--- config.mk ---
export PLATFORM = sky130hd
export DESIGN_NAME = fifo_stat
export DESIGN_NICKNAME = d
export VERILOG_FILES = /design/src/rtl/fifo_pkg.sv /design/src/rtl/fifo_ram.sv /design/src/rtl/fifo_stat.sv
export SDC_FILE = /design/constraint.sdc
export NUM_CORES = 1
export LEC_CHECK = 0
export BUFFER_PORTS_ARGS = -buffer_cell sky130_fd_sc_hd__clkbuf_2
export CELL_PAD_IN_SITES_DETAIL_PLACEMENT = 2
export CELL_PAD_IN_SITES_GLOBAL_PLACEMENT = 2
export CORE_MARGIN = 2
export CORE_UTILIZATION = 50
export DETAILED_ROUTE_END_ITERATION = 8
export PLACE_DENSITY_LB_ADDON = 0.05
export SETUP_SLACK_MARGIN = 0.4
export SYNTH_ARGS = -nofsm -noshare
export SYNTH_HDL_FRONTEND = slang
export SYNTH_SLANG_ARGS = --single-unit
--- constraint.sdc ---
create_clock -name aclk -period 6.1 [get_ports aclk]
set_clock_uncertainty 0.15 [all_clocks]
set_input_delay 0.61 -clock aclk [delete_from_list [all_inputs] [get_ports aclk]]
set_output_delay 0.61 -clock aclk [all_outputs]
set_load 0.1 [all_outputs]
--- src/rtl/fifo_pkg.sv ---
// -----------------------------------------------------------------------------
// fifo_pkg
// Shared helpers for the fifo_stat FIFO:
//   depth_of     - entry count derived from the address width
//   ptr_inc      - ring-pointer increment with explicit wrap to zero
//   thresh_legal - elaboration-time legality check of the flag thresholds
// -----------------------------------------------------------------------------
package fifo_pkg;

  function automatic int unsigned depth_of(input int unsigned addr_w);
    return 32'd1 << addr_w;
  endfunction

  // Wrap is explicit so a non-power-of-two depth would still behave.
  function automatic int unsigned ptr_inc(input int unsigned ptr,
                                          input int unsigned depth);
    return (ptr == depth - 1) ? 32'd0 : ptr + 32'd1;
  endfunction

  function automatic bit thresh_legal(input int addr_w,
                                      input int afull_thresh,
                                      input int aempty_thresh);
    int depth;
    if (addr_w < 1 || addr_w > 30) return 1'b0;
    depth = 1 << addr_w;
    return (afull_thresh >= 1) && (afull_thresh <= depth) &&
           (aempty_thresh >= 0) && (aempty_thresh <= depth - 1);
  endfunction

endpackage

--- src/rtl/fifo_ram.sv ---
// -----------------------------------------------------------------------------
// fifo_ram
// Simple dual-port register array: one synchronous write port, one
// asynchronous (combinational) read port.
// Ports:
//   aclk   - clock, write on rising edge
//   we     - write enable
//   waddr  - write address  [ADDR_W-1:0]
//   wdata  - write data     [WIDTH-1:0]
//   raddr  - read address   [ADDR_W-1:0]
//   rdata  - read data      [WIDTH-1:0], follows raddr combinationally
// -----------------------------------------------------------------------------
module fifo_ram #(
  parameter int WIDTH  = 8,
  parameter int ADDR_W = 4
) (
  input  logic              aclk,
  input  logic              we,
  input  logic [ADDR_W-1:0] waddr,
  input  logic [WIDTH-1:0]  wdata,
  input  logic [ADDR_W-1:0] raddr,
  output logic [WIDTH-1:0]  rdata
);

  localparam int DEPTH = 1 << ADDR_W;

  logic [WIDTH-1:0] mem [DEPTH];

  // NOTE: the array has no reset; stale contents are never visible because
  // the pointers and count gate every read, and leaving it unreset lets it map
  // onto plain registers or distributed RAM.
  always_ff @(posedge aclk) begin
    if (we) mem[waddr] <= wdata;
  end

  assign rdata = mem[raddr];

endmodule

--- src/rtl/fifo_stat.sv ---
// -----------------------------------------------------------------------------
// fifo_stat
// Synchronous first-word-fall-through FIFO with occupancy count,
// programmable almost-full / almost-empty flags and synchronous flush.
// Optional feature macro: FIFO_ERR_FLAGS_EN enables sticky overflow and
// underflow flags; without it both outputs are tied low.
// Ports:
//   aclk, areset   - clock (rising edge), asynchronous active-high reset
//   flush          - synchronous clear, wins over same-cycle w_en / r_en
//   w_en, w_data   - push request and data
//   r_en           - pop request
//   r_data         - head entry, valid while empty = 0
//   full, empty    - occupancy limits
//   almost_full    - count >= AFULL_THRESH
//   almost_empty   - count <= AEMPTY_THRESH
//   count          - stored entries, 0 .. 2**ADDR_W
//   overflow       - sticky: push attempted while full
//   underflow      - sticky: pop attempted while empty
// -----------------------------------------------------------------------------
module fifo_stat
  import fifo_pkg::*;
#(
  parameter int WIDTH         = 8,
  parameter int ADDR_W        = 4,
  parameter int AFULL_THRESH  = 2**ADDR_W - 2,
  parameter int AEMPTY_THRESH = 1
) (
  input  logic              aclk,
  input  logic              areset,
  input  logic              flush,
  input  logic              w_en,
  input  logic [WIDTH-1:0]  w_data,
  input  logic              r_en,
  output logic [WIDTH-1:0]  r_data,
  output logic              full,
  output logic              empty,
  output logic              almost_full,
  output logic              almost_empty,
  output logic [ADDR_W:0]   count,
  output logic              overflow,
  output logic              underflow
);

  localparam int            DEPTH     = int'(depth_of(ADDR_W));
  localparam logic [ADDR_W:0] CNT_ONE   = (ADDR_W+1)'(1);
  localparam logic [ADDR_W:0] CNT_FULL  = (ADDR_W+1)'(DEPTH);
  localparam logic [ADDR_W:0] AFULL_C   = (ADDR_W+1)'(AFULL_THRESH);
  localparam logic [ADDR_W:0] AEMPTY_C  = (ADDR_W+1)'(AEMPTY_THRESH);

  if (!thresh_legal(ADDR_W, AFULL_THRESH, AEMPTY_THRESH) || WIDTH < 1) begin : g_bad_param
    $error("fifo_stat: illegal WIDTH/ADDR_W/threshold parameters");
  end

  logic [ADDR_W-1:0] wr_ptr, rd_ptr;
  logic [ADDR_W-1:0] wr_ptr_inc, rd_ptr_inc;
  logic [ADDR_W:0]   count_nxt;
  logic [WIDTH-1:0]  r_data_nxt;
  logic [WIDTH-1:0]  ram_rdata;
  logic              w_fire, r_fire;

  assign w_fire     = w_en & ~full;
  assign r_fire     = r_en & ~empty;
  assign wr_ptr_inc = ADDR_W'(ptr_inc(32'(wr_ptr), DEPTH));
  assign rd_ptr_inc = ADDR_W'(ptr_inc(32'(rd_ptr), DEPTH));

  // The RAM is read at the entry *behind* the head so the word that follows a
  // pop is already available to load into the r_data register.
  fifo_ram #(
    .WIDTH  (WIDTH),
    .ADDR_W (ADDR_W)
  ) u_ram (
    .aclk  (aclk),
    .we    (w_fire & ~flush),
    .waddr (wr_ptr),
    .wdata (w_data),
    .raddr (rd_ptr_inc),
    .rdata (ram_rdata)
  );

  // NOTE: every signal written here gets a default first, so no path leaves
  // it unassigned and no latch is inferred.
  always_comb begin
    count_nxt = count;
    unique case ({w_fire, r_fire})
      2'b10:   count_nxt = count + CNT_ONE;
      2'b01:   count_nxt = count - CNT_ONE;
      default: count_nxt = count;
    endcase
  end

  // Head register: on a pop it loads the next stored word; if the FIFO was
  // empty (or its only word leaves this cycle) a push bypasses straight in.
  always_comb begin
    r_data_nxt = r_data;
    if (r_fire && (count > CNT_ONE)) begin
      r_data_nxt = ram_rdata;
    end else if (w_fire && (empty || (r_fire && count == CNT_ONE))) begin
      r_data_nxt = w_data;
    end
  end

  // NOTE: state registers use non-blocking assignments so every flop samples
  // pre-edge values regardless of statement order.
  always_ff @(posedge aclk or posedge areset) begin
    if (areset) begin
      wr_ptr       <= '0;
      rd_ptr       <= '0;
      count        <= '0;
      full         <= 1'b0;
      empty        <= 1'b1;
      almost_full  <= 1'b0;
      almost_empty <= 1'b1;
      r_data       <= '0;
    end else if (flush) begin
      wr_ptr       <= '0;
      rd_ptr       <= '0;
      count        <= '0;
      full         <= 1'b0;
      empty        <= 1'b1;
      almost_full  <= 1'b0;
      almost_empty <= 1'b1;
    end else begin
      if (w_fire) wr_ptr <= wr_ptr_inc;
      if (r_fire) rd_ptr <= rd_ptr_inc;
      count        <= count_nxt;
      full         <= (count_nxt == CNT_FULL);
      empty        <= (count_nxt == '0);
      almost_full  <= (count_nxt >= AFULL_C);
      almost_empty <= (count_nxt <= AEMPTY_C);
      r_data       <= r_data_nxt;
    end
  end

`ifdef FIFO_ERR_FLAGS_EN
  always_ff @(posedge aclk or posedge areset) begin
    if (areset) begin
      overflow  <= 1'b0;
      underflow <= 1'b0;
    end else if (flush) begin
      overflow  <= 1'b0;
      underflow <= 1'b0;
    end else begin
      if (w_en && full)  overflow  <= 1'b1;
      if (r_en && empty) underflow <= 1'b1;
    end
  end
`else
  assign overflow  = 1'b0;
  assign underflow = 1'b0;
`endif

endmodule

==> Word-level counts from Yosys, hierarchy flattened <==
Memories as Yosys holds them, arrays and structs flattened.
Index checks and enable logic that the tools add are counted.
{ "totals": {"output_inout_bits": 19, "regBits": 25, "mem_count": 1, "ramBits": 128} }
{ "memory_table": {"columns": ["memory", "depth", "width", "rd", "rd_clocked_by_memory_dff", "wr", "line_no", "text"], "rows": [
  ["u_ram.mem", 16, 8, 1, 0, 1, "fifo_ram.sv:27", "logic [WIDTH-1:0] mem [DEPTH];"]
]} }
{ "classes": {"reduce_logical": 9, "mux": 16, "magnitude_cmp": 3, "addsub": 4, "bitwise_logic": 6, "eq_ne": 6} }
{ "op_table": {"columns": ["op", "count"], "rows": [
  ["$mux W4", 6],
  ["$mux W8", 2],
  ["$pmux W5 S2", 1],
  ["$add A4 B1 Y4 const B", 2],
  ["$eq A4 B4 Y1 const B", 2],
  ["$mux W1", 6],
  ["$reduce_bool A2 Y1", 3],
  ["$add A5 B1 Y5 const B", 1],
  ["$eq A5 B1 Y1 const B", 1],
  ["$eq A5 B5 Y1 const B", 1],
  ["$ge A5 B4 Y1 const B", 1],
  ["$gt A5 B1 Y1 const B", 1],
  ["$le A5 B1 Y1 const B", 1],
  ["$logic_not A5 Y1", 1],
  ["$mux W5", 1],
  ["$sub A5 B1 Y5 const B", 1],
  ["$and A1 B1 Y1", 3],
  ["$logic_and A1 B1 Y1", 3],
  ["$not A1 Y1", 3],
  ["$eq A2 B1 Y1 const B", 1],
  ["$eq A2 B2 Y1 const B", 1],
  ["$reduce_and A2 Y1", 1],
  ["$logic_or A1 B1 Y1", 1]
]} }

==> Logic depth before layout (Yosys ltp) <==
Gate-level depths: netlist of the first run.
{ "logic_depth": {"word_depth": 7, "mapped_depth": 10, "depth_no_buf": 8} }

==> Modules after synthesis <==
A second synthesis of the first run with hierarchy kept.
{ "unflattened": {"hier_cells": 368, "hier_area_um2": 6525.0} }
{ "by_module_without_submodules": {"columns": ["module", "instances", "cells_per_inst", "seq_area_each_um2", "area_per_inst_um2"], "rows": [
  ["fifo_ram", 1, 221, 3843.7, 4987.3],
  ["fifo_stat", 1, 147, 628.1, 1537.7]
]} }

==> Worst setup path after synthesis of the first run <==
No wires, ideal clock.
{ "synth_timing": {"path_type": "flip-flop to flip-flop", "start": "reg full", "end": "reg almost_full", "required_ns": 5.830, "setup_time_ns": 0.120, "arrival_ns": 2.962, "synth_period_minus_slack_ns": 3.232, "path_slack_ns": 2.868, "path_buffers": 2, "stages_incl_launch_ff": 11, "path_cell_list": "dfrtp_1 -> nand2b_1 -> clkbuf_1 -> inv_1 -> ha_1 -> clkbuf_1 -> nor2_1 -> mux2_2 -> a22oi_1 -> a21oi_1 -> a31o_2"} }
{ "synth_between": {"elab_chain_len": 6, "word_cells_on_any_way": 7, "classes_between": "1 x order compare; 2 x eq/ne; 2 x mux; 2 x bitwise"} }
{ "synth_lines": {"columns": ["item", "line_no", "text"], "rows": [
  ["from (decl)", "fifo_stat.sv:35", "output logic full,"],
  ["from (signal assigned)", "fifo_stat.sv:126", "full <= (count_nxt == CNT_FULL);"],
  ["$not A1 Y1 (*)", "fifo_stat.sv:61", "assign w_fire = w_en & ~full;"],
  ["$and A1 B1 Y1 (*)", "fifo_stat.sv:61", null],
  ["$eq A2 B1 Y1 / $eq A2 B2 Y1 (equally long branches)", "fifo_stat.sv:84", "unique case ({w_fire, r_fire})"],
  ["$pmux W5 S2 (*)", "fifo_stat.sv:84", null],
  ["$ge A5 B4 Y1 (*)", "fifo_stat.sv:128", "almost_full <= (count_nxt >= AFULL_C);"],
  ["$mux W1 (*)", "fifo_stat.sv:114", "end else if (flush) begin"],
  ["to (signal assigned)", "fifo_stat.sv:128", null],
  ["to (decl)", "fifo_stat.sv:37", "output logic almost_full,"]
]} }
Mark *: on every way between the ends. The rest lies on a longest branch, timed or not.
A chain may end at the register's enable or synchronous reset.

==> Worst setup path after layout of the first run <==
{ "layout_timing": {"start": "reg count[1]", "end": "reg r_data[3]"} }
{ "layout_between": {"elab_chain_len": 6, "word_cells_on_any_way": 9, "classes_between": "1 x order compare; 1 x eq/ne; 1 x mux; 6 x reduce/logical"} }
{ "layout_lines": {"columns": ["item", "line_no", "text"], "rows": [
  ["from (decl)", "fifo_stat.sv:39", "output logic [ADDR_W:0] count,"],
  ["from (signal assigned)", "fifo_stat.sv:125", "count <= count_nxt;"],
  ["branches (longest 6 deep; another with $gt A5 B1 Y1)", null, null],
  ["to (signal assigned)", "fifo_stat.sv:130", "r_data <= r_data_nxt;"],
  ["to (decl)", "fifo_stat.sv:34", "output logic [WIDTH-1:0] r_data,"]
]} }
Parallel ways; which one is timed is not known.

==> metrics, run 1 <==
Required @ worst endpoint=6.26 ns; initial antenna violation count=0; core area=0.0127 sq mm; peak supply drop=0.000233 V; Post-Syn Area=0.00658 sq mm; synth cell count leaders=128 x edfxtp_1, 28 x mux4_2, 23 x dfrtp_1, 21 x nand2_1, 17 x mux2_2; number of synthesized flops with an enable pin=128; Yosys cell types=58; Root Buffer=clkbuf_16; drt drc=0; GR Util met2=48.2%; global-route wire length before repair=28.0 mm; share of cells above drive strength 1=28.5%; slew margin rel.=25.6%; prevailing post-synth register cell=edfxtp_1; RePlAce Congestion=0.752; GR peak layer=met2; CTS resizes=0; initial DRC count=434; Hold Crit Class=in2async; Arr. time, crit path=3.56 ns; fin crit share=55.9%; CTS tree=built; Avg Cell Area, Syn=17.3 sq um; peak per-stage delay on the critical path=0.91 ns; cell with the most instances after synthesis=edfxtp_1; Cells after DPL=565; nets@finish=435; P&R area growth vs syn=13.0%; cts hold-fix bufs=0; clock buffer depth=2; worst-path fanout max=17; via count=3674; vias in the first global route=4111; CP delay by family, top=compound AO/OA/AOI/OAI gates; starting density of the core=51.7%; # rows=41; Area contributors post-synth=edfxtp_1 58%, mux4_2 9.6%, dfrtp_1 8.7%; routed len/inst=31.1 um; Hold Fails Final Rpt=0; cts bufs inserted=17; Non-Filler Instances=597; Worst Tran Pin Value=1.11 ns; clock-pin slew of the registers on the worst-case setup and hold paths=0.07 ns; CP startpoint=count[1]$_DFF_PP0_; Final Setup Violations=0; met1 Track Usage GR=37.6%; Port Buffer Count=29; setup TNS=0 ns; FMAX=293 MHz; Yosys warnings=0; Slew Viols, Final=0; Synth Register Bits=153; startpoint types=flip-flop; met3 Use GR=5.55%; H-tree depth=4; die height=119 um; Crit. End Element=flip-flop; CP Cell Sequence=inv_1 > ha_1 > o21bai_1 > a21o_1 > o21ai_1 > nor2b_1 > mux2_2; worst path bufs/invs=1; static leakage=2.69 nW; max-cap check violation count=0; minimum clock period=3.41 ns; die width=119 um; critical path class=reg2reg; vias per inst=6.15; largest net degree at the start of global routing=35; highest-delay cell along the critical path=nor2b_1; Async S/R FF share, synth=16.3%; diode count=0; Seq/Total Area, Yosys=67.9%; FF-to-FF Start=count[1]$_DFF_PP0_; CTS sink count=153; post-route ant nets=0; clk_lat worst skew=0.43 ns; # IOs=32; first-pass iteration count of the detailed router=5; Detailed Place HPWL=11.4 mm; status=finished clean; Synth area leader=edfxtp_1; Pwr Density=386 mW/mm^2; post-CTS setup repair buffer count=0; gr usage total=28.5%; RSZ-0062 raised after global routing=false; post-synth top area share=58.4%; die footprint=0.0141 sq mm; Post-Synthesis Cells=380; final wirelength=18.6 mm; total gr overflow=0
-- cell families after synthesis --
| logic type | Yosys count | synth area share, % |
|---|---|---|
| buf+inv | 31 | 2.81 |
| simple gates | 75 | 6.16 |
| compound gates | 42 | 4.58 |
| other cells | 1 | 0.0570 |
| xor+xnor | 4 | 0.647 |
| flops | 153 | 67.9 |
| mux | 64 | 15.9 |
| fa+ha+maj | 10 | 1.90 |
-- per-stage QoR --
step | power [mW] | utilization [%] | hold slack, ns | instance area (sq um) | setup WS (ns)
floorplan | 1.66 | - | 0.384 | 6590 | 2.87
global placement | 1.77 | 53.7 | 0.347 | 6830 | 2.81
detailed placement | 1.79 | 53.7 | 0.355 | 6830 | 2.72
CTS | 2.89 | 58.5 | 0.118 | 7440 | 2.62
global route | 2.96 | 58.5 | 0.149 | 7440 | 2.52
finish | 2.87 | 58.5 | 0.119 | 7440 | 2.69
-- layout make-up --
type                       count  area (sq um)
clock buffer                  21           460
clock inverter                11           146
fill                        1119          5280
inverter                      10          37.5
multi-input combinational    197          1930
sequential                   153          4470
tap                          172           215
timing repair buffer          33           175
-- routing by layer --
layer  vias up  wire, um
met3        24       812
li1       1555         -
met2       113      9800
met4         0       266
met1      1982      7690
met5         -         0
-- worst min-delay path, delay by kind of cell --
kind	cells	cell delay, ns
buffers and inverters	3	0.51
-- flip-flops by register name, summed over array words and instances (netlist names), 4 cells and up --
name,count
count,5
u_ram.mem,128
wr_ptr,4
rd_ptr,4
r_data,8
-- cells in the final DEF (no fill, tap or decap), types with 10 or more instances in the layout --
cell	netlist	routed
nor2_1	10	10
inv_1	10	10
clkbuf_16	0	17
nand2_1	21	21
mux4_2	28	28
clkbuf_2	0	29
mux2i_1	16	16
dfrtp_1	23	22
mux2_2	17	17
edfxtp_1	128	128
-- worst paths after layout --
path | endpoint | slack (ns) | cells after the start
worst max-delay path | r_data[3]$_DFFE_PP0P_ | 2.69 | 7
worst min-delay path | r_data[5]$_DFFE_PP0P_ | 0.12 | 3
worst max register to register | r_data[3]$_DFFE_PP0P_ | 2.69 | 7
worst min register to register | r_data[5]$_DFFE_PP0P_ | 0.36 | 1
max in group asynchronous | empty$_DFF_PP1_ | 5.35 | 3
min in group aclk | r_data[5]$_DFFE_PP0P_ | 0.36 | 1
-- power breakdown --
group | total (mW) | internal (mW) | leakage (nW) | switching, mW
clock | 1.10 | 0.665 | 0.293 | 0.433
combinational | 0.565 | 0.161 | 0.919 | 0.404
sequential | 1.21 | 1.17 | 1.47 | 0.0387
(Power assumes the default switching activity.)
==> run 2, diff against run 1 <==
ABC_AREA = 1   (was unset)
CORE_UTILIZATION = 41   (was 50)
clock period = 3.3 ns   (was 6.1 ns; I/O delays follow)
==> run 2 against run 1 <==
Register-to-register slack worse by 1.9 ns. First-iteration DRC count is 17% lower. Critical path depth down 2. Largest power group unchanged. Wire length grew 13%. Clock power grew 95%. Critical endpoint is now u_ram.mem[15][1]$_DFFE_PP_. Total power rose by 110%. Die area is 24% higher.
==> metrics, run 2 <==
status=finished clean; peak supply drop=0.000597 V; Worst Tran Pin Value=1.09 ns; drt drc=0; total gr overflow=0; Root Buffer=clkbuf_16; startpoint types=flip-flop; # IOs=32; Non-Filler Instances=868; commonest cells after routing, fill and taps aside=128 x edfxtp_1, 99 x nand2_1, 76 x nand3_1, 73 x nor2_1, 44 x o21ai_0; Crit. End Element=flip-flop; vias per inst=5.51; routed len/inst=24.2 um; largest net degree at the start of global routing=47; starting density of the core=42.1%; setup TNS=0 ns; max reg flops=128; global-route wire length before repair=32.2 mm; slew margin rel.=26.9%; max-cap check violation count=0; Seq/Total Area, Yosys=66.3%; fin crit share=75.2%; prevailing post-synth register cell=edfxtp_1; die height=132 um; Detailed Place HPWL=13.9 mm; clk_lat worst skew=0.42 ns; Biggest register=u_ram.mem; Area after DPL=0.00712 sq mm; post-CTS setup repair buffer count=0; share of cells above drive strength 1=16.3%; first-pass iteration count of the detailed router=4; nets@finish=662; die width=132 um; register area=0.00447 sq mm; area of the multi-input gates=0.00195 sq mm; Final Cell Area=0.00777 sq mm; initial antenna violation count=0; Post-Synthesis Cells=597; H-tree depth=4; Yosys warnings=0; worst-path fanout max=10; RSZ-0062 raised after global routing=false; Pwr Total=6.11 mW; fillers=1673; cts hold-fix bufs=0; core area=0.0160 sq mm; cell with the most instances after synthesis=edfxtp_1; Yosys cell types=35; initial DRC count=361; Area contributors post-synth=edfxtp_1 57%, dfrtp_1 8.5%, nand3_1 5.6%; clock-pin slew of the registers on the worst-case setup and hold paths=0.06 ns; Slew Viols, Final=0; final wirelength=21.0 mm; Hold Crit Class=in2async; Synth area leader=edfxtp_1; die footprint=0.0175 sq mm; cts bufs inserted=17; Arr. time, crit path=2.38 ns; vias in the first global route=5243; # rows=46; minimum clock period=2.48 ns; diode count=0; Synth Register Bits=153; Post-Syn Area=0.00674 sq mm; Required @ worst endpoint=3.20 ns; largest registers=u_ram.mem: 128 flops, r_data: 8 flops, count: 5 flops; number of synthesized flops with an enable pin=128; Pwr Density=786 mW/mm^2; RePlAce Congestion=0.849; clock buffer depth=2; post-route ant nets=0; post-synth top area share=57.0%; Final Setup Violations=0; Port Buffer Count=29; gr usage total=25.1%; CTS sink count=153; Cells after DPL=836; Hold Fails Final Rpt=0; static leakage=2.92 nW; synth cell count leaders=128 x edfxtp_1, 99 x nand2_1, 76 x nand3_1, 73 x nor2_1, 44 x o21ai_0; FMAX=403 MHz; CTS tree=built; Avg Cell Area, Syn=11.3 sq um; Async S/R FF share, synth=16.3%; P&R area growth vs syn=15.2%; CTS resizes=0; critical path class=reg2reg; via count=4779; commonest non-fill, non-tap cell in the layout=edfxtp_1
[run 2: per-layer routing]
metal  routed length, um  global-route usage, %  vias up  share of wire [%]
met5                   0                      0        -                  0
met4                 486                   9.08        0                2.3
met3                 859                   3.58       31                4.1
met2               10600                   42.6       84                 50
met1                9070                   33.1     2475                 43
li1                    -                      -     2189                  -
[run 2: cell type report]
cell class	instances	share of cell area (%)
Sequential cell	153	57.6
Multi-Input combinational cell	383	25.0
Clock buffer	18	5.52
Timing Repair Buffer	47	3.77
Tap cell	216	3.48
Clock inverter	14	2.82
Inverter	37	1.82
[run 2: logic make-up (layout without fill, tap and decap cells)]
logic type / after synthesis / after routing / share of synthesized area, %
other: 1 / 2 / 0.0556
buffers and inverters: 62 / 116 / 4.90
AO/OA/AOI/OAI: 94 / 94 / 8.42
AND/OR/NAND/NOR: 276 / 276 / 18.3
XOR/XNOR: 1 / 1 / 0.130
adder cells (fa/ha/maj): 10 / 10 / 1.86
flip-flops: 153 / 153 / 66.3
[run 2: through the flow]
stage,hold WS [ns],setup slack [ns],utilization [%]
floorplan,0.206,0.699,-
global placement,0.333,0.841,44.5
detailed placement,0.330,0.749,44.5
CTS,0.0321,0.754,48.6
global route,0.0801,0.642,48.6
finish,0.0104,0.817,48.6
[run 2: path summary, 6_finish.rpt]
path | from | cells after the start | slack, ns | endpoint
max | full$_DFF_PP0_ | 5 | 0.82 | u_ram.mem[15][1]$_DFFE_PP_
min | areset | 2 | 0.01 | rd_ptr[1]$_DFFE_PP0P_
max reg2reg | full$_DFF_PP0_ | 5 | 0.82 | u_ram.mem[15][1]$_DFFE_PP_
min reg2reg | r_data[0]$_DFFE_PP0P_ | 2 | 0.36 | r_data[0]$_DFFE_PP0P_
max in group asynchronous | areset | 2 | 2.25 | rd_ptr[0]$_DFFE_PP0P_
min in group aclk | flush | 2 | 0.18 | count[0]$_DFF_PP0_
[run 2: worst max-delay path: stages, from the launching register on]
cell and delay [ns]:
dfrtp_1 0.41, nor2_4 0.13, inv_1 0.10, nor2_2 0.22
clkinv_1 0.34, nor2_1 0.76
[run 2: power breakdown]
group          internal (mW)  total [mW]  switching, mW
clock                   1.35        2.15          0.799
combinational          0.336        1.66           1.32
sequential              2.20        2.30          0.101
total                   3.89        6.11           2.22
==> run 3, diff against run 2 <==
clock period = 2.4 ns   (was 3.3 ns; I/O delays follow)
==> run 3 against run 2 <==
Critical endpoint is now r_data[6]$_DFFE_PP0P_. Utilization grew 7.2 points. Cell area grew 15%. Worst hold slack gained 0.12 ns. Clock power grew 26%. Die area is the same. Clock-buffer cell count is the same. Critical path type unchanged. Total power grew 53%. Largest power group is now combinational cells. First-iteration DRC count grew 69%. Critical path depth grew 2. Wire length grew 44%.
==> metrics, run 3 (synthesis gave the netlist of run 2 again) <==
commonest non-fill, non-tap cell in the layout=edfxtp_1; FMAX=437 MHz; area of the multi-input gates=0.00234 sq mm; clock buffer depth=2; clk_lat worst skew=0.44 ns; cells on worst reg2reg path=7; Slew Viols, Final=0; Required @ worst endpoint=2.55 ns; CTS sink count=153; global-route wire length before repair=39.6 mm; peak supply drop=0.000741 V; total gr overflow=0; initial DRC count=611; Pwr Density=1050 mW/mm^2; post-route ant nets=0; RePlAce Congestion=0.843; Detailed Place HPWL=14.4 mm; setup TNS=0 ns; vias per inst=6.08; Hold Fails Final Rpt=0; share of cells above drive strength 1=34.0%; drt drc=0; critical path class=reg2reg; gr usage total=31.6%; diode count=0; max reg flops=128; final wirelength=30.1 mm; die footprint=0.0175 sq mm; Cells after DPL=836; Hold Crit Class=in2reg; nets@finish=714; Root Buffer=clkbuf_16; # rows=46; FF-to-FF Start=count[1]$_DFF_PP0_; largest registers=u_ram.mem: 128 flops, r_data: 8 flops, count: 5 flops; worst-path fanout max=9; R2R setup slack=0.11 ns; RSZ-0062 raised after global routing=true; routed len/inst=32.8 um; Final Setup Violations=0; largest net degree at the start of global routing=38; H-tree depth=4; fin crit share=95.4%; CTS tree=built; hold_sp=flush; Crit. End Element=flip-flop; minimum clock period=2.29 ns; register area=0.00449 sq mm; startpoint types=flip-flop; clock-pin slew of the registers on the worst-case setup and hold paths=0.06 ns; P&R area growth vs syn=32.2%; cts bufs inserted=17; Port Buffer Count=29; fillers=1560; status=finished clean; Pwr Total=9.37 mW; commonest cells after routing, fill and taps aside=128 x edfxtp_1, 90 x nand2_1, 64 x nor2_1, 58 x nand3_1, 39 x buf_4; initial antenna violation count=0; Reg2Reg Capture Point=r_data[6]$_DFFE_PP0P_; via count=5592; static leakage=3.37 nW; slew margin rel.=42.8%; Biggest register=u_ram.mem; vias in the first global route=6015; starting density of the core=42.1%; die width=132 um; die height=132 um; # IOs=32; Non-Filler Instances=919; max-cap check violation count=0; Arr. time, crit path=2.43 ns; Worst Hold Path EP=count[0]$_DFF_PP0_; Worst Tran Pin Value=0.857 ns; first-pass iteration count of the detailed router=5; worst hold stages=3; core area=0.0160 sq mm
[run 3: cell count changes in the layout (fill, tap and decap cells not counted), sizes merged, moves of 2 or more]
cell	before	now
clkbuf	47	49
clkinv	7	9
bufinv	5	2
clkinvlp	1	3
buf	18	65
[run 3: what timing repair did]
item | in CTS | in global routing
gates resized for setup | 45 | 72
gates cloned | 6 | 2
pin swaps | 34 | 41
hold buffers | 1 | 0
endpoints found under the hold margin | 16 | 0
buffers inserted | 34 | 9
setup endpoints to repair | 100 | 135
[run 3: layer usage]
layer | part of all wire (%) | global-route usage [%]
met2 | 50 | 54.2
met1 | 39 | 39.8
met3 | 6.4 | 4.38
met5 | 0 | 0
met4 | 4.3 | 14.6
[run 3: cell type report]
type                            count  share of cell area, %
Clock inverter                     13                   1.45
Multi-Input combinational cell    383                   26.2
Sequential cell                   153                   50.4
Timing Repair inverter              1                  0.126
Tap cell                          216                   3.03
Timing Repair Buffer               98                   11.9
Inverter                           37                   2.13
Clock buffer                       18                   4.81
[run 3: worst max-delay path, cell delays in order, from the launching register on]
cell and delay [ns]:
dfrtp_4 0.53, inv_1 0.14, ha_1 0.19, nand3_2 0.14, o211ai_4 0.17, inv_2 0.21
o21ai_0 0.46, o21ai_2 0.15
[run 3: where the power goes]
group | internal, mW | total, mW | leakage [nW] | switching (mW)
registers | 3.04 | 3.22 | 1.46 | 0.180
logic | 0.992 | 3.44 | 1.63 | 2.44
clock network | 1.52 | 2.71 | 0.271 | 1.19
total | 5.55 | 9.37 | 3.37 | 3.82
[run 3: worst max path at each step]
stage,startpoint,endpoint,cells after the start
4_1_cts,rd_ptr[0]$_DFFE_PP0P_,r_data[5]$_DFFE_PP0P_,9
2_1_floorplan,full$_DFF_PP0_,u_ram.mem[0][0]$_DFFE_PP_,5
3_3_place_gp,rd_ptr[0]$_DFFE_PP0P_,r_data[3]$_DFFE_PP0P_,8
6_report,count[1]$_DFF_PP0_,r_data[6]$_DFFE_PP0P_,7
3_5_place_dp,rd_ptr[0]$_DFFE_PP0P_,r_data[3]$_DFFE_PP0P_,8
5_1_grt,count[1]$_DFF_PP0_,r_data[6]$_DFFE_PP0P_,7
[run 3: per-stage QoR]
step           utilization [%]  setup WS [ns]  cell area [sq um]  hold slack, ns
2_1_floorplan                -          0.360               6900           0.116
4_1_cts                   53.6          0.323               8580          0.0765
5_1_grt                   55.7         0.0554               8920           0.119
3_5_place_dp              45.4        -0.0265               7270           0.264
6_report                  55.7          0.111               8920           0.126
3_3_place_gp              45.4         0.0726               7270           0.233
